[config.mk]
export PLATFORM = sky130hd
export DESIGN_NAME = poly_tone_gen
export DESIGN_NICKNAME = d
export VERILOG_FILES = /design/src/rtl/poly_tone_gen.sv
export SDC_FILE = /design/constraint.sdc
export NUM_CORES = 1
export LEC_CHECK = 0
export ABC_AREA = 0
export BUFFER_PORTS_ARGS = -buffer_cell sky130_fd_sc_hd__buf_2
export CAP_MARGIN = 20
export CORE_ASPECT_RATIO = 1.2
export CORE_MARGIN = 10
export CORE_UTILIZATION = 30
export CTS_CLUSTER_DIAMETER = 200
export DETAILED_ROUTE_END_ITERATION = 8
export HOLD_SLACK_MARGIN = 0.15
export PLACE_DENSITY_LB_ADDON = 0.08
export SETUP_SLACK_MARGIN = 0.15
export SLEW_MARGIN = 40
export SYNTH_ARGS = -nofsm -noshare
export SYNTH_HDL_FRONTEND = slang
export SYNTH_SLANG_ARGS = --single-unit
[constraint.sdc]
create_clock -name clk_i -period 6.45 [get_ports clk_i]
set_input_delay 0.9675 -clock clk_i [delete_from_list [all_inputs] [get_ports clk_i]]
set_output_delay 0.9675 -clock clk_i [all_outputs]
set_load 0.05 [all_outputs]
[src/rtl/poly_tone_gen.sv]
// poly_tone_gen: CH_N independent square-wave voices with per-voice period,
// volume and strobe-driven volume decay. The voices are summed into an
// unsigned mix, and a first-order sigma-delta modulator turns the mix into a
// 1-bit audio stream.
module poly_tone_gen #(
  parameter int CH_N  = 2,
  parameter int BW    = 24,
  parameter int VOL_W = 4,
  parameter int CH_W  = 1,
  parameter int MIX_W = 5
) (
  input  logic             clk_i,
  input  logic             rst_i,
  input  logic             strb_i,
  input  logic             wr_en_i,
  input  logic [CH_W-1:0]  wr_ch_i,
  input  logic [BW-1:0]    wr_period_i,
  input  logic [VOL_W-1:0] wr_vol_i,
  input  logic             wr_decay_i,
  output logic [CH_N-1:0]  active_o,
  output logic [MIX_W-1:0] mix_o,
  output logic             pwm_o
);

  logic [BW-1:0]    r_period [CH_N];
  logic [VOL_W-1:0] r_vol    [CH_N];
  logic             r_decay  [CH_N];
  logic [BW-1:0]    r_cnt    [CH_N];
  logic             r_sq     [CH_N];
  logic [CH_N-1:0]  r_active;
  logic [MIX_W-1:0] r_mix;
  logic [MIX_W-1:0] r_acc;
  logic             r_pwm;

  logic [BW-1:0]    w_periodNext [CH_N];
  logic [VOL_W-1:0] w_volNext    [CH_N];
  logic             w_decayNext  [CH_N];
  logic [BW-1:0]    w_cntNext    [CH_N];
  logic             w_sqNext     [CH_N];
  logic [CH_N-1:0]  w_activeNext;
  logic [MIX_W-1:0] w_mixSum;
  logic [MIX_W:0]   w_sdSum;

  // Per-voice next state: a write reloads the voice and restarts its phase,
  // otherwise the envelope decays on a strobe and the phase counter advances.
  always_comb begin
    for (int c = 0; c < CH_N; c++) begin
      w_periodNext[c] = r_period[c];
      w_volNext[c]    = r_vol[c];
      w_decayNext[c]  = r_decay[c];
      w_cntNext[c]    = r_cnt[c];
      w_sqNext[c]     = r_sq[c];
      if (wr_en_i && (wr_ch_i == CH_W'(c))) begin
        w_periodNext[c] = wr_period_i;
        w_volNext[c]    = wr_vol_i;
        w_decayNext[c]  = wr_decay_i;
        w_cntNext[c]    = '0;
        w_sqNext[c]     = 1'b0;
      end else begin
        if (strb_i && r_decay[c] && (r_vol[c] != '0)) begin
          w_volNext[c] = r_vol[c] - VOL_W'(1);
        end
        if (r_period[c] < BW'(2)) begin
          w_cntNext[c] = '0;
          w_sqNext[c]  = 1'b0;
        end else begin
          if (r_cnt[c] >= (r_period[c] - BW'(1))) begin
            w_cntNext[c] = '0;
          end else begin
            w_cntNext[c] = r_cnt[c] + BW'(1);
          end
          w_sqNext[c] = (w_cntNext[c] < (r_period[c] >> 1));
        end
      end
      w_activeNext[c] = (w_periodNext[c] >= BW'(2)) && (w_volNext[c] != '0);
    end
  end

  // Sum of the sounding voices; full scale always fits in MIX_W bits.
  always_comb begin
    w_mixSum = '0;
    for (int c = 0; c < CH_N; c++) begin
      if (r_sq[c]) begin
        w_mixSum = w_mixSum + MIX_W'(r_vol[c]);
      end
    end
  end

  // Sigma-delta accumulate: the carry out of acc + mix is the output bit.
  always_comb begin
    w_sdSum = {1'b0, r_acc} + {1'b0, r_mix};
  end

  // State registers for all voices, the mixer and the modulator.
  always_ff @(posedge clk_i) begin
    if (rst_i) begin
      for (int c = 0; c < CH_N; c++) begin
        r_period[c] <= '0;
        r_vol[c]    <= '0;
        r_decay[c]  <= 1'b0;
        r_cnt[c]    <= '0;
        r_sq[c]     <= 1'b0;
      end
      r_active <= '0;
      r_mix    <= '0;
      r_acc    <= '0;
      r_pwm    <= 1'b0;
    end else begin
      for (int c = 0; c < CH_N; c++) begin
        r_period[c] <= w_periodNext[c];
        r_vol[c]    <= w_volNext[c];
        r_decay[c]  <= w_decayNext[c];
        r_cnt[c]    <= w_cntNext[c];
        r_sq[c]     <= w_sqNext[c];
      end
      r_active <= w_activeNext;
      r_mix    <= w_mixSum;
      r_acc    <= w_sdSum[MIX_W-1:0];
      r_pwm    <= w_sdSum[MIX_W];
    end
  end

  assign active_o = r_active;
  assign mix_o    = r_mix;
  assign pwm_o    = r_pwm;

endmodule

==> results by stage <==
Setup path:
- In this run the worst setup path begins at r_period[0][27].
- The worst reg2reg path depth is 19.
- The origin of the critical flop-to-flop path is r_period[0][27].
- The type of the setup path with the least slack is register to register.
- The data required time at the worst endpoint is 6.79 ns.
- The arrival time at the worst endpoint is 5.94 ns.
- The worst-path maximum fanout is 22.
- STA classifies the critical path endpoint as a register.
- The category of the worst setup path launch point is a register.

Clocking:
- The clock transition at the registers of the reported paths is ~0.060 ns.
- The clock root buffer master is sky130_fd_sc_hd__clkbuf_16.
- The CTS tree is built.
- The clock drives 121 sinks.
- The maximum buffer depth of the clock tree is 2.
- The clock latency on the worst-skew pair is roughly 0.42 ns.
- Clock tree synthesis inserted a total of 17 buffers.
- The post-cts sizing count is 0.
- The number of buffers inserted for hold repair after clock tree synthesis is 0.
- The CTS H-tree depth is 4.
- After clock tree synthesis, the setup repair step added 0 buffers.

Place:
- Once detailed placement completed, the half-perimeter wirelength came to approximately 19,000 µm.
- The congestion estimate from routability-driven global placement came to 0.784.
- Input and output buffers added on the ports amount to 41.

Global routing:
- The maximum number of pins on one net before global-route repair is 40.
- For this run the aggregate overflow at the end of global routing stands at 0.
- The first-pass GRT wire length is ~38,000 µm.
- The number of antenna violations at the first check in global routing is 1.
- The number of global-route vias before repair is 7,252.
- The global routing usage summed across all routing layers is 13.8%.

Logic synthesis:
- The synthesized flop and latch total is between 100 and 150.
- The number of flops mapped to enable cells by yosys is 0.
- After synthesis, flip-flops and latches occupy 29.4% of the total area.
- Synthesis produced a netlist whose cell count is about 1,000.
- The average cell area after synthesis is just under 8 µm².
- The count of cell types in the netlist is 60.
- In this run the cell area of the synthesized design comes to 8250 µm².
- In the synthesized netlist the async set-or-reset flop fraction comes to 0%.
- In the synthesized netlist the dominant register cell turns out to be sky130_fd_sc_hd__dfxtp_1.
- Counting every net in the synthesized netlist gives 1,184.
- Yosys printed 0 warnings.

STA:
- Setup violations remaining at the end of the flow were counted as 0.
- The setup TNS is 0 ns.
- The final critical delay including setup and external delays is 5.59 ns.
- The number of endpoints with negative hold slack in the final report is 0.
- The fraction of the cycle the final worst path needs is roughly 87%.
- The max-slew headroom at the worst pin is 50.9%.
- The final worst clock skew is ~0.013 ns.
- The final-report max-slew violation count is 0.
- Final hold analysis gives a worst-case slack of 0.459 ns.
- The fmax is 0.179 GHz.
- The slew of the pin with the lowest slew margin is 0.729 ns.
- Setup repair after global routing left no endpoint under its margin.

Power:
- Dividing total power by cell area gives a power density of roughly 240 nW/µm².
- The worst-case IR drop observed on VDD is 0.145 mV.
- Summed over all cells, the static leakage comes to 3.99 nW.

Floorplan:
- The die area is 34,600 µm².
- The die boundary width is 171 µm.
- After floorplanning, the core was sized to cover 27,100 µm².
- The initial cell density of the core is 30.5%.
- 42 I/O pins were placed.
- The initialized floorplan defines between 60 and 70 standard-cell rows.
- The vertical extent of the die is 202 µm.

Drt:
- The routed via count is 7,001.
- In the routed layout, each cell is associated on average with a via count of 4.89.
- The first detailed-routing pass took 4 iterations.
- After detailed routing, the average wire length per cell comes to 16.2 µm.
- The count of routing violations after the opening detailed-route iteration is 276.
- The number of routed nets with antenna violations is 0.
- The number of design rule violations left after detail routing is 0.
- The final wirelength is 23,300 µm.

Worst hold path:
- The worst hold-check path type is register to register.
- The worst hold path startpoint is r_decay[0][1].
- The worst hold path passes through 2 cells.

Finish:
- The area added between synthesis and finish is 14.1%.
- The number of nets in the layout is 1,221.
- The fraction of layout instances using a drive strength above 1 is 10.3%.

Run:
- The tool flagged a number of max-cap violations equal to 0.

Run status:
- The run finished with clean final reports.
==> stage by stage <==
step           utilization [%]  std cells  worst slack, ns  total power, W  cell area, µm²
3_3_place_gp              32.4       1399            0.835         0.00122            8780
6_report                  34.8       1432            0.856         0.00222            9420
3_5_place_dp              32.4       1399            0.723         0.00122            8790
5_1_grt                   34.8       1432            0.344         0.00235            9420
4_1_cts                   34.8       1431            0.686         0.00227            9420
2_1_floorplan                -       1041             1.77         0.00111            8250
==> flip-flops by register name, indices dropped and copies added (netlist names) <==
register / count
mix_o: 5
r_sq: 2
r_cnt: 48
r_period: 48
active_o: 2
r_vol: 8
r_decay: 2
pwm_o: 1
r_acc: 5
==> layout by cell type, fill, tap and decap left out, types with 7 or more instances in the layout <==
master and count:
sky130_fd_sc_hd__nor3_1 27, sky130_fd_sc_hd__a21o_1 18, sky130_fd_sc_hd__and4_1 8, sky130_fd_sc_hd__buf_2 41
sky130_fd_sc_hd__nor2_1 120, sky130_fd_sc_hd__a21oi_1 91, sky130_fd_sc_hd__buf_4 7, sky130_fd_sc_hd__clkbuf_16 17
sky130_fd_sc_hd__nand4_1 25, sky130_fd_sc_hd__xnor2_1 62, sky130_fd_sc_hd__nor2_2 20, sky130_fd_sc_hd__nand2_1 147
sky130_fd_sc_hd__and3_1 18, sky130_fd_sc_hd__inv_1 71, sky130_fd_sc_hd__xor2_1 32, sky130_fd_sc_hd__nor4_1 16
sky130_fd_sc_hd__nand3_1 33, sky130_fd_sc_hd__nor2b_1 8, sky130_fd_sc_hd__dfxtp_1 121, sky130_fd_sc_hd__o21ai_0 16
sky130_fd_sc_hd__ha_1 107
==> worst max-delay path, stage by stage, from the launching register on <==
cell and delay (ns):
sky130_fd_sc_hd__dfxtp_1 0.34, sky130_fd_sc_hd__nor4_1 0.58, sky130_fd_sc_hd__nand2_1 0.21, sky130_fd_sc_hd__nor2_1 0.33
sky130_fd_sc_hd__nand4_1 0.16, sky130_fd_sc_hd__xnor2_1 0.15, sky130_fd_sc_hd__ha_1 0.29, sky130_fd_sc_hd__nand4_1 0.11
sky130_fd_sc_hd__nor2_1 0.24, sky130_fd_sc_hd__nor4b_1 0.57, sky130_fd_sc_hd__o31ai_2 0.23, sky130_fd_sc_hd__nand2_1 0.56
sky130_fd_sc_hd__nor2_1 0.12, sky130_fd_sc_hd__ha_1 0.32, sky130_fd_sc_hd__a21oi_1 0.15, sky130_fd_sc_hd__nand2_1 0.06
sky130_fd_sc_hd__a221o_1 0.35, sky130_fd_sc_hd__a2111oi_0 0.47, sky130_fd_sc_hd__nand3_1 0.14, sky130_fd_sc_hd__a21oi_1 0.13
==> kinds of logic after synthesis <==
family	Yosys count	synth area share, %
and+or+nand+nor	451	26.4
AOI/OAI and AO/OA	159	11.7
DFF	121	29.4
adders and majority gates	109	16.7
buffers and inverters	101	5.09
xor gates and xnor gates	94	9.98
muxes	6	0.743
==> power breakdown <==
part	internal [W]	total (W)	switching, W
Clock	0.000666	0.00102	0.000358
Combinational	0.000158	0.000391	0.000233
Sequential	0.000775	0.000808	0.0000337
Total	0.00160	0.00222	0.000626
==> cells in the mapped netlist, types with 6 or more instances <==
cell	number	share of area, %
sky130_fd_sc_hd__a211oi_1	6	0.55
sky130_fd_sc_hd__a21o_1	18	1.6
sky130_fd_sc_hd__and4_1	8	0.85
sky130_fd_sc_hd__nor4_1	16	1.2
sky130_fd_sc_hd__xor2_1	32	3.4
sky130_fd_sc_hd__buf_1	6	0.27
sky130_fd_sc_hd__nand2_1	147	6.7
sky130_fd_sc_hd__nand4_1	25	1.9
sky130_fd_sc_hd__nor2_2	20	1.5
sky130_fd_sc_hd__a21oi_1	91	5.5
sky130_fd_sc_hd__inv_1	71	3.2
sky130_fd_sc_hd__nor2b_1	9	0.68
sky130_fd_sc_hd__dfxtp_1	121	29
sky130_fd_sc_hd__xnor2_1	62	6.6
sky130_fd_sc_hd__nand3_1	33	2.0
sky130_fd_sc_hd__nor2_1	120	5.5
sky130_fd_sc_hd__o21ai_0	16	0.97
sky130_fd_sc_hd__ha_1	107	16
sky130_fd_sc_hd__nor3_1	27	1.6
sky130_fd_sc_hd__and3_1	18	1.4
sky130_fd_sc_hd__clkbuf_1	19	0.86
==> final cells by class <==
type,instances,area (µm²)
diodes,1,2.50
clock buffers,20,457
clock inverters,12,173
fillers,2893,17700
inverters,71,267
multi-input cells,819,5410
flip-flops and latches,121,2420
well taps,340,425
repair buffers,48,258
==> layer usage <==
metal | track usage [%] | part of all wire, % | wire length, µm
met5 | 0 | 0 | 0
met4 | 4.04 | 1.5 | 352
met3 | 2.29 | 2.1 | 499
met2 | 24.6 | 51 | 11900
met1 | 16.4 | 45 | 10500
==> final timing paths <==
check | end | slack (ns)
max | r_sq[0][1] | 0.86
min | r_decay[0][1] | 0.46
max reg2reg | r_sq[0][1] | 0.86
min reg2reg | r_decay[0][1] | 0.46
(Power assumes the default switching activity.)
